$ cat src/rtl/mult_pkg.sv
// Shared types and constants for the multiplier display path.
package mult_pkg;

  localparam int unsigned BCD_DIGIT_W    = 4;
  localparam int unsigned DEFAULT_BIN_W  = 15;
  localparam int unsigned DEFAULT_DIGITS = 5;

  // Converter sequencing states.
  typedef enum logic [1:0] {
    StIdle,
    StShift,
    StFinish
  } conv_state_e;

endpackage

$ cat src/rtl/bcd_digit_adj.sv
// One double-dabble digit correction: add 3 to a digit that is 5 or more so the
// following left shift carries correctly into the next decimal digit.
module bcd_digit_adj
  import mult_pkg::*;
(
  input  logic [BCD_DIGIT_W-1:0] digit_i,
  output logic [BCD_DIGIT_W-1:0] digit_o
);

  // Conditional +3; digits entering here never exceed 9, so no overflow.
  always_comb begin
    digit_o = digit_i;
    if (digit_i >= BCD_DIGIT_W'(5)) begin
      digit_o = digit_i + BCD_DIGIT_W'(3);
    end
  end

endmodule

$ cat src/rtl/seq_bin_to_bcd.sv
// Multi-cycle shift-and-add-3 binary to BCD converter. The result register is
// only written on completion, so the display never sees partial scratch values.
module seq_bin_to_bcd
  import mult_pkg::*;
#(
  parameter int unsigned BIN_W  = DEFAULT_BIN_W,
  parameter int unsigned DIGITS = DEFAULT_DIGITS
) (
  input  logic                          clk_i,
  input  logic                          rst_ni,
  input  logic                          start_i,
  input  logic [BIN_W-1:0]              bin_i,
  input  logic                          sign_i,
  output logic                          busy_o,
  output logic                          done_o,
  output logic [BCD_DIGIT_W*DIGITS-1:0] bcd_o,
  output logic                          sign_o,
  output logic                          valid_o
);

  localparam int unsigned BcdW = BCD_DIGIT_W * DIGITS;
  localparam int unsigned CntW = $clog2(BIN_W + 1);

  conv_state_e     state_q, state_d;
  logic [BIN_W-1:0] shreg_q, shreg_d;
  logic [BcdW-1:0]  scratch_q, scratch_d;
  logic [CntW-1:0]  cnt_q, cnt_d;
  logic             sign_lat_q, sign_lat_d;
  logic [BcdW-1:0]  bcd_q, bcd_d;
  logic             sign_out_q, sign_out_d;
  logic             done_q, done_d;
  logic             valid_q, valid_d;

  logic [BcdW-1:0]  adj;

  // All scratch digits are corrected in parallel before each shift.
  for (genvar g = 0; g < DIGITS; g++) begin : g_adj
    bcd_digit_adj u_adj (
      .digit_i (scratch_q[g*BCD_DIGIT_W +: BCD_DIGIT_W]),
      .digit_o (adj[g*BCD_DIGIT_W +: BCD_DIGIT_W])
    );
  end

  // Next-state logic: accept in idle, shift BIN_W times, then publish the result.
  always_comb begin
    state_d    = state_q;
    shreg_d    = shreg_q;
    scratch_d  = scratch_q;
    cnt_d      = cnt_q;
    sign_lat_d = sign_lat_q;
    bcd_d      = bcd_q;
    sign_out_d = sign_out_q;
    done_d     = 1'b0;
    valid_d    = valid_q;
    unique case (state_q)
      StIdle: begin
        if (start_i) begin
          shreg_d    = bin_i;
          scratch_d  = '0;
          sign_lat_d = sign_i;
          cnt_d      = CntW'(BIN_W);
          state_d    = StShift;
        end
      end
      StShift: begin
        // Bits leaving the top digit are always zero given enough digits.
        {scratch_d, shreg_d} = {adj, shreg_q} << 1;
        cnt_d = cnt_q - CntW'(1);
        if (cnt_q == CntW'(1)) begin
          state_d = StFinish;
        end
      end
      StFinish: begin
        bcd_d      = scratch_q;
        sign_out_d = sign_lat_q;
        done_d     = 1'b1;
        valid_d    = 1'b1;
        state_d    = StIdle;
      end
      default: state_d = StIdle;
    endcase
  end

  // State and datapath registers; reset aborts any conversion and clears the result.
  always_ff @(posedge clk_i or negedge rst_ni) begin
    if (!rst_ni) begin
      state_q    <= StIdle;
      shreg_q    <= '0;
      scratch_q  <= '0;
      cnt_q      <= '0;
      sign_lat_q <= 1'b0;
      bcd_q      <= '0;
      sign_out_q <= 1'b0;
      done_q     <= 1'b0;
      valid_q    <= 1'b0;
    end else begin
      state_q    <= state_d;
      shreg_q    <= shreg_d;
      scratch_q  <= scratch_d;
      cnt_q      <= cnt_d;
      sign_lat_q <= sign_lat_d;
      bcd_q      <= bcd_d;
      sign_out_q <= sign_out_d;
      done_q     <= done_d;
      valid_q    <= valid_d;
    end
  end

  // Output mapping.
  always_comb begin
    busy_o  = (state_q != StIdle);
    done_o  = done_q;
    bcd_o   = bcd_q;
    sign_o  = sign_out_q;
    valid_o = valid_q;
  end

endmodule
$ cat config.mk
export PLATFORM = sky130hd
export DESIGN_NAME = seq_bin_to_bcd
export DESIGN_NICKNAME = d
export VERILOG_FILES = /design/src/rtl/mult_pkg.sv /design/src/rtl/bcd_digit_adj.sv /design/src/rtl/seq_bin_to_bcd.sv
export SDC_FILE = /design/constraint.sdc
export NUM_CORES = 1
export LEC_CHECK = 0
export ABC_AREA = 1
export BUFFER_PORTS_ARGS = -buffer_cell sky130_fd_sc_hd__buf_2
export CAP_MARGIN = 5
export CORE_MARGIN = 4
export CORE_UTILIZATION = 40
export CTS_BUF_LIST = sky130_fd_sc_hd__clkbuf_8
export DETAILED_ROUTE_END_ITERATION = 10
export SETUP_SLACK_MARGIN = 0.5
export SYNTH_ARGS = -nofsm -noshare
export SYNTH_HDL_FRONTEND = slang
export SYNTH_SLANG_ARGS = --single-unit
$ cat constraint.sdc
create_clock -name clk_i -period 3.4 [get_ports clk_i]
set_input_delay 0.34 -clock clk_i [delete_from_list [all_inputs] [get_ports clk_i]]
set_output_delay 0.34 -clock clk_i [all_outputs]
set_load 0.005 [all_outputs]
After elaboration in Yosys (flattened, before gate mapping)

Cells that the tools add are included.
Widths: inputs -> output; s select.

Add/sub/neg operators: 6
Order comparisons: 5
Equal/unequal tests: 5
Muxes and demuxes: 15
Reduce and logical (&&, ||, !) cells: 6

Operators by type and width:

| kind                | number |
|---|---|
| $pmux 20 s2         | 1 |
| $pmux 15 s2         | 1 |
| $ge 4x3->1 const B  | 5 |
| $mux 20             | 1 |
| $mux 4              | 5 |
| $add 4x2->4 const B | 4 |
| $mux 15             | 1 |
| $pmux 4 s2          | 1 |
| $reduce_and 2->1    | 3 |
| $eq 4x1->1 const B  | 1 |
| $mux 2              | 2 |
| $ne 2x2->1 const B  | 2 |
| $pmux 2 s2          | 1 |
| $reduce_bool 2->1   | 2 |
| $sub 4x1->4 const B | 1 |
| $add 3x2->3 const B | 1 |
| $mux 3              | 1 |
| $eq 2x1->1 const B  | 1 |
| $eq 2x2->1 const B  | 1 |
| $logic_not 2->1     | 1 |
| $mux 1              | 1 |

Flip-flop bits (word level): 65
Input bits: 19
Output and inout port bits: 24
Logic and storage cells: 46

Depth between registers and ports, before layout

Gate-level depths: netlist of the first run.

Word-level depth: 3
Gate-level depth with buffers: 8
Depth with buffers taken out: 8

Modules after synthesis

From an unflattened synthesis of the first run, not the netlist that was laid out.

Cell total of the unflattened synthesis: 414
Area total of the unflattened synthesis: 3268.1 um2

By module, submodules not included:

| module         | times used | cells an instance | area each (um2) | seq. area each (um2) |
|---|---|---|---|---|
| seq_bin_to_bcd | 1          | 299               | 2592.5          | 1626.6 |
| bcd_digit_adj  | 5          | 23                | 135.1           | 0.0 |

Least setup slack after synthesis of the first run

No wires, ideal clock.

Path type: reg2reg
Start point: register scratch_q[12]
End point: register scratch_q[13]
Setup time: 117 ps
Data arrival time: 1026 ps
Required time: 3283 ps
Setup slack: 2257 ps
Cell stages (with the launch flop): 9
Path buffers: 0
Clock period less this slack: 1143 ps
Cell sequence: dfrtp_1 inv_1 ha_1 inv_1 nand2_1 nand3_1 nand2_1 nand3_1 nand2_1

Longest elaborated chain between the ends: 3
Elaborated cells on any way between the ends: 4
Classes of those cells: 1 x add/sub; 1 x order compare; 2 x mux

Ends and longest elaborated chain:

| what                                             | line                                     | source |
|---|---|---|
| start: declaration                               | seq_bin_to_bcd.sv:26                     | `logic [BcdW-1:0] scratch_q, scratch_d;` |
| start signal: assignment                         | seq_bin_to_bcd.sv:99                     | `scratch_q <= scratch_d;` |
| $add 4x2->4 / $ge 4x3->1 (equally long branches) | bcd_digit_adj.sv:14, bcd_digit_adj.sv:13 |  |
| $mux 4 (*)                                       | bcd_digit_adj.sv:13                      | `if (digit_i >= BCD_DIGIT_W'(5)) begin` |
| $pmux 20 s2 (*)                                  | seq_bin_to_bcd.sv:55                     | `unique case (state_q)` |

Mark *: on every way between the ends. The rest lies on a longest branch, timed or not.
A chain may end at the register's enable or synchronous reset.

Worst setup path in the final report of the first run

Start point: register state_q[1]
End point: register cnt_q[3]

Longest elaborated chain between the ends: 3
Elaborated cells on any way between the ends: 6
Classes of those cells: 2 x eq/ne; 1 x mux; 3 x reduce/logical

Ends and longest elaborated chain:

| what                                                             | line                  | source |
|---|---|---|
| start: declaration                                               | seq_bin_to_bcd.sv:24  | `conv_state_e state_q, state_d;` |
| start signal: assignment                                         | seq_bin_to_bcd.sv:87  | `state_q <= StIdle;` |
| start signal: assignment                                         | seq_bin_to_bcd.sv:97  | `state_q <= state_d;` |
| $eq 2x1->1 / $logic_not 2->1 (equally long branches)             | seq_bin_to_bcd.sv:55  |  |
| $reduce_bool 2->1 (no line) / $ne 2x2->1 (equally long branches) | n/a                   |  |
| $reduce_and 2->1 (no line)                                       | n/a                   |  |
| end signal: assignment                                           | seq_bin_to_bcd.sv:100 | `cnt_q <= cnt_d;` |
| end: declaration                                                 | seq_bin_to_bcd.sv:27  | `logic [CntW-1:0] cnt_q, cnt_d;` |

Several ways; a longest one is shown, not always the timed one.

==> run_results.csv, run 1 <==
group,metric,value,unit
timing,hold_viol,0,
finish,areaGrowthSynthToFinish,14.8,%
floorplanning,ios,43,
finish,layout_commonest_cell,"nand2_1",
critical_path,cp_cell_sequence,"inv_1, nand2_2, inv_2, nand2_1, nand2_1, nand3_1",
synthesis,synth_warnings,0,
timing,worst_pin_slew,0.571,ns
finish,num-nets-final,454,
synthesis,synthesis.nets,411,
clock_tree,cts_tree,"done",
global_route,track_usage,0.147,
drt,wl_per_cell,11.3,um
drt,detail-route-antenna-nets,0,
critical_path,slowest_stage,"inv_2",
timing,setup_viol,0,
floorplanning,core,7690,um2
global_route,antenna_found_initial,0,
clock_tree,cts_setup_buffers,0,
clock_tree,cts_resized,0,
clock_tree,htree_num_levels,3,
timing,fin_skew,0.00839,ns
drt,drt_iter0_drc,156,
pwr,leakage,1.90,nW
timing,final.min_clock_period,1.70,ns
place,place_ws,1.68,ns
timing,fin_setup_tns,0,ns
clock_tree,clkTransAtPathRegs,0.07,ns
timing,setup_ws,1.70,ns
critical_path,max_stage_delay,0.48,ns
place,portBuffers,42,
critical_path,cp-end-kind,"register",
timing,rsz0062_at_grt,"false",
critical_path,critPathLaunchType,"register",
finish,drive_gt1_frac,0.153,
global_route,grt_pass1_wl,10.6,mm
clock_tree,numCtsBuffers,9,
timing,finalMaxSlewViolations,0,
clock_tree,clock_latency,0.34,ns
min_path,hold_class,"input pin to register",
floorplanning,rows,32,
drt,drt-pass1-iter-count,4,
timing,finalCritPeriodShare,0.500,
drt,dr_total_vias,2529,
clock_tree,clkSinkCount,65,
pwr,vdd_drop_max,0.000339,V
floorplanning,fp.dieArea,9320,um2
synthesis,syn_area_per_cell,8.25,um2
global_route,grt_pass1_vias,2386,
critical_path,crit_buf_inv,2,
synthesis,ys_seq_elements,65,
drt,vias_per_cell,4.79,
critical_path,crit_arrival,1.91,ns
outcome,status,"finished, final reports clean",
timing,relSlewSlack,0.619,
clock_tree,clock_path_buffers,2,
critical_path,critPathKind,"register to register",
synthesis,synth_cells,380,
synthesis,netlist_area,3140,um2
global_route,grt_max_degree,43,
critical_path,worstPathRequired,3.61,ns
finish,layout_common_cells,"nand2_1, dfrtp_1, inv_1",
pwr,p_total,3.29,mW
critical_path,critPathTopFamily,"buffers and inverters",
floorplanning,initial_utilization,0.408,
critical_path,cp_max_fo,33,
drt,route.detailed.drc,0,
synthesis,synth-seq-area-share,0.519,
timing,fmax,0.588,GHz
global_route,gr-total-overflow,0,
clock_tree,cts_hold_buf,1,
timing,hold_slack,0.244,ns
critical_path,critPathMostFrequentCell,"nand2_1",
flow_run,maxCapViolCount,0,
pwr,p_per_area,915,nW/um2
drt,wirelength,5.99,mm
floorplanning,die_x,96.5,um
floorplanning,die_h,96.5,um
finish,antenna-diode-count,0,
place,gp_congestion,0.777,
synthesis,ys_types,24,
place,hpwl,4.13,mm
clock_tree,cts_root_buf,"clkbuf_8",
[cell usage after synthesis, drive strengths merged]
| cell | count | area share |
|---|---|---|
| a21oi | 1 | 0.0016 |
| ha | 12 | 0.048 |
| dfrtp | 65 | 0.52 |
| nand2 | 117 | 0.14 |
| nand4 | 10 | 0.020 |
| buf | 11 | 0.022 |
| or2 | 1 | 0.0020 |
| o22ai | 1 | 0.0020 |
| nand3 | 30 | 0.048 |
| o211ai | 1 | 0.0024 |
| mux2i | 1 | 0.0032 |
| clkbuf | 2 | 0.0032 |
| nor2 | 4 | 0.0056 |
| o21bai | 3 | 0.0072 |
| nor3 | 1 | 0.0016 |
| o21ai | 66 | 0.11 |
| inv | 54 | 0.065 |
[registers in the layout, indices dropped and copies added, names as in the netlist]
register and count:
cnt_q 4, shreg_q 15, state_q 2, bcd_o 20, valid_o 1, sign_o 1
scratch_q 20, sign_lat_q 1, done_o 1
[worst paths after layout]
path | startpoint | to | slack, ns | cells after the start
setup / recovery | state_q[1] | cnt_q[3] | 1.70 | 6
hold / removal | sign_i | sign_lat_q | 0.24 | 3
setup reg to reg | state_q[1] | cnt_q[3] | 1.70 | 6
hold reg to reg | valid_o | valid_o | 0.47 | 1
max in group asynchronous | rst_ni | scratch_q[14] | 2.17 | 3
min in group asynchronous | rst_ni | bcd_o[4] | 0.50 | 2
[worst min-delay path: cells and delay by family]
family                 cells  cell delay [ns]
and+or+nand+nor            1             0.03
AOI/OAI and AO/OA          1             0.10
buffers and inverters      1             0.08
[stage by stage]
stage	cells	utilization	area (um2)
2_1_floorplan	380	-	3140
3_3_place_gp	513	0.443	3410
3_5_place_dp	513	0.443	3410
4_1_cts	528	0.468	3600
5_1_grt	528	0.468	3600
6_report	528	0.468	3600
[kinds of logic after synthesis]
kind of cell	after synthesis	share of synthesized area
fa+ha+maj	12	0.0479
flops	65	0.519
simple gates	163	0.218
mux	1	0.00319
buf+inv	67	0.0902
compound gates	72	0.122
[final cells by class]
| cell class | instances | area, um2 |
|---|---|---|
| Tap cell | 102 | 128 |
| Fill cell | 775 | 4090 |
| Clock buffer | 10 | 138 |
| Timing Repair Buffer | 45 | 235 |
| Multi-Input combinational cell | 248 | 1230 |
| Clock inverter | 4 | 45.0 |
| Sequential cell | 65 | 1630 |
| Inverter | 54 | 203 |
[report_power, final]
group / internal [mW] / switching, mW
sequential: 1.11 / 0.198
clock: 0.346 / 0.278
combinational: 0.520 / 0.842
total: 1.98 / 1.32
[layer usage]
metal	global-route usage	up-vias	wire [um]
li1	-	1306	-
met1	0.186	1161	3030
met2	0.230	54	2520
met3	0.0465	8	329
met4	0.0643	0	102
met5	0	-	0
(Power assumes the default switching activity.)
==> inputs of run 2 (changes only) <==
Clock period 3.4 ns to 1.6 ns, I/O delays scaled along.
==> run_results.csv, run 2 (synthesis gave the netlist of run 1 again) <==
group,metric,value,unit
finish,drive_gt1_frac,0.382,
critical_path,slowest_stage,"dfrtp_2",
floorplanning,ios,43,
drt,detail-route-antenna-nets,0,
timing,relSlewSlack,0.770,
clock_tree,clock_path_buffers,2,
pwr,leakage,2.23,nW
global_route,antenna_found_initial,0,
timing,fin_setup_tns,0,ns
clock_tree,numCtsBuffers,9,
place,gp_congestion,0.756,
flow_run,maxCapViolCount,0,
min_path,hold_class,"input pin to register",
finish,layout_commonest_cell,"nand2_1",
pwr,p_per_area,1990,nW/um2
global_route,gr-total-overflow,0,
critical_path,critPathKind,"register to output pin",
finish,num-nets-final,490,
timing,finalMaxSlewViolations,0,
timing,final.min_clock_period,1.24,ns
critical_path,critPathTopFamily,"flip-flops",
drt,drt_iter0_drc,79,
floorplanning,initial_utilization,0.408,
place,portBuffers,42,
drt,wirelength,7.42,mm
finish,fin_cells,565,
floorplanning,rows,32,
timing,worst_pin_slew,0.345,ns
critical_path,critPathLaunchType,"register",
outcome,status,"finished, final reports clean",
clock_tree,htree_num_levels,3,
timing,fin_skew,0.0109,ns
clock_tree,cts_root_buf,"clkbuf_8",
drt,vias_per_cell,4.85,
global_route,grt_max_degree,66,
pwr,vdd_drop_max,0.000895,V
critical_path,crit_buf_inv,2,
timing,fmax,0.806,GHz
min_path,holdCritStartpoint,"bin_i[0]",
drt,route.detailed.drc,0,
critical_path,crit_arrival,1.08,ns
global_route,track_usage,0.170,
timing,hold_viol,0,
finish,areaGrowthSynthToFinish,40.3,%
timing,setup_viol,0,
clock_tree,clock_latency,0.34,ns
floorplanning,core,7690,um2
global_route,grt_pass1_wl,12.2,mm
critical_path,crit-reg2reg-launch,"state_q[0]",
drt,dr_total_vias,2739,
finish,antenna-diode-count,0,
critical_path,cp-end-kind,"output pin",
floorplanning,die_h,96.5,um
finish,layout_common_cells,"nand2_1, dfrtp_1, buf_2",
floorplanning,fp.dieArea,9320,um2
clock_tree,cts_tree,"done",
timing,rsz0062_at_grt,"true",
critical_path,crit_path_start,"state_q[0]",
place,hpwl,4.17,mm
critical_path,max_stage_delay,0.46,ns
global_route,grt_pass1_vias,2622,
floorplanning,die_x,96.5,um
timing,finalCritPeriodShare,0.776,
clock_tree,clkTransAtPathRegs,0.07,ns
critical_path,cp_cell_sequence,"nor2_4, inv_1, buf_2",
drt,drt-pass1-iter-count,6,
drt,wl_per_cell,13.1,um
critical_path,worstPathRequired,1.44,ns
clock_tree,clkSinkCount,65,
critical_path,cp_max_fo,4,
place,dp.cells,515,
==> run 2: cell types whose count changed in the layout (fill, tap and decap cells not counted), moves of 10 or more <==
cell     before  now
nand2_1     116   90
buf_4         2   26
nand2_2       1   17
inv_1        51   37
inv_2         3   13
o21ai_2       0   10
==> run 2: metrics by stage <==
stage	area [um2]	hold WS, ns	utilization	power, mW	setup slack [ns]
final	4400	0.0696	0.572	8.78	0.359
after detailed placement	3470	0.205	0.451	5.88	0.186
after global routing	4400	0.0645	0.572	9.56	0.312
after CTS	4140	0.0579	0.539	8.21	0.361
after floorplan	3160	-0.136	-	5.06	0.500
after global placement	3470	0.205	0.451	5.80	0.208
==> run 2: cell type report <==
type	instances	area, um2
Clock buffer	10	138
Clock inverter	5	25.0
Fill cell	707	3290
Inverter	54	230
Multi-Input combinational cell	248	1590
Sequential cell	65	1630
Tap cell	102	128
Timing Repair Buffer	81	656
==> run 2: tightest hold or removal path, stage by stage <==
cell and delay, ns:
buf_2 0.07, nand3_1 0.08, o21ai_2 0.06
==> run 2: final timing paths <==
path / end / slack (ns) / cells after the start
max: busy_o / 0.36 / 3
min: shreg_q[0] / 0.07 / 3
max reg2reg: shreg_q[12] / 0.37 / 7
min reg2reg: bcd_o[19] / 0.48 / 2
max in group asynchronous: state_q[1] / 0.93 / 3
min in group asynchronous: bcd_o[7] / 0.37 / 3
==> run 2: per-layer routing <==
metal,up-vias,GRT usage,wire [um]
li1,1389,-,-
met1,1295,0.215,3370
met2,47,0.273,3630
met3,8,0.0403,333
met4,0,0.0806,89
met5,-,0,0
==> run 2: report_power, final <==
group / leakage (nW) / switching (mW) / internal, mW / total, mW
Combinational: 1.34 / 2.52 / 2.19 / 4.70
Clock: 0.0905 / 0.610 / 0.579 / 1.19
Sequential: 0.792 / 0.515 / 2.37 / 2.88
Total: 2.23 / 3.64 / 5.13 / 8.78
==> run 2: timing repair <==
action,in CTS,in global routing
gates resized for setup,69,49
pin swaps,18,28
hold endpoints to repair,65,0
cloned,4,1
hold buffers,1,0
buffers inserted,23,6
setup endpoints to repair,63,63
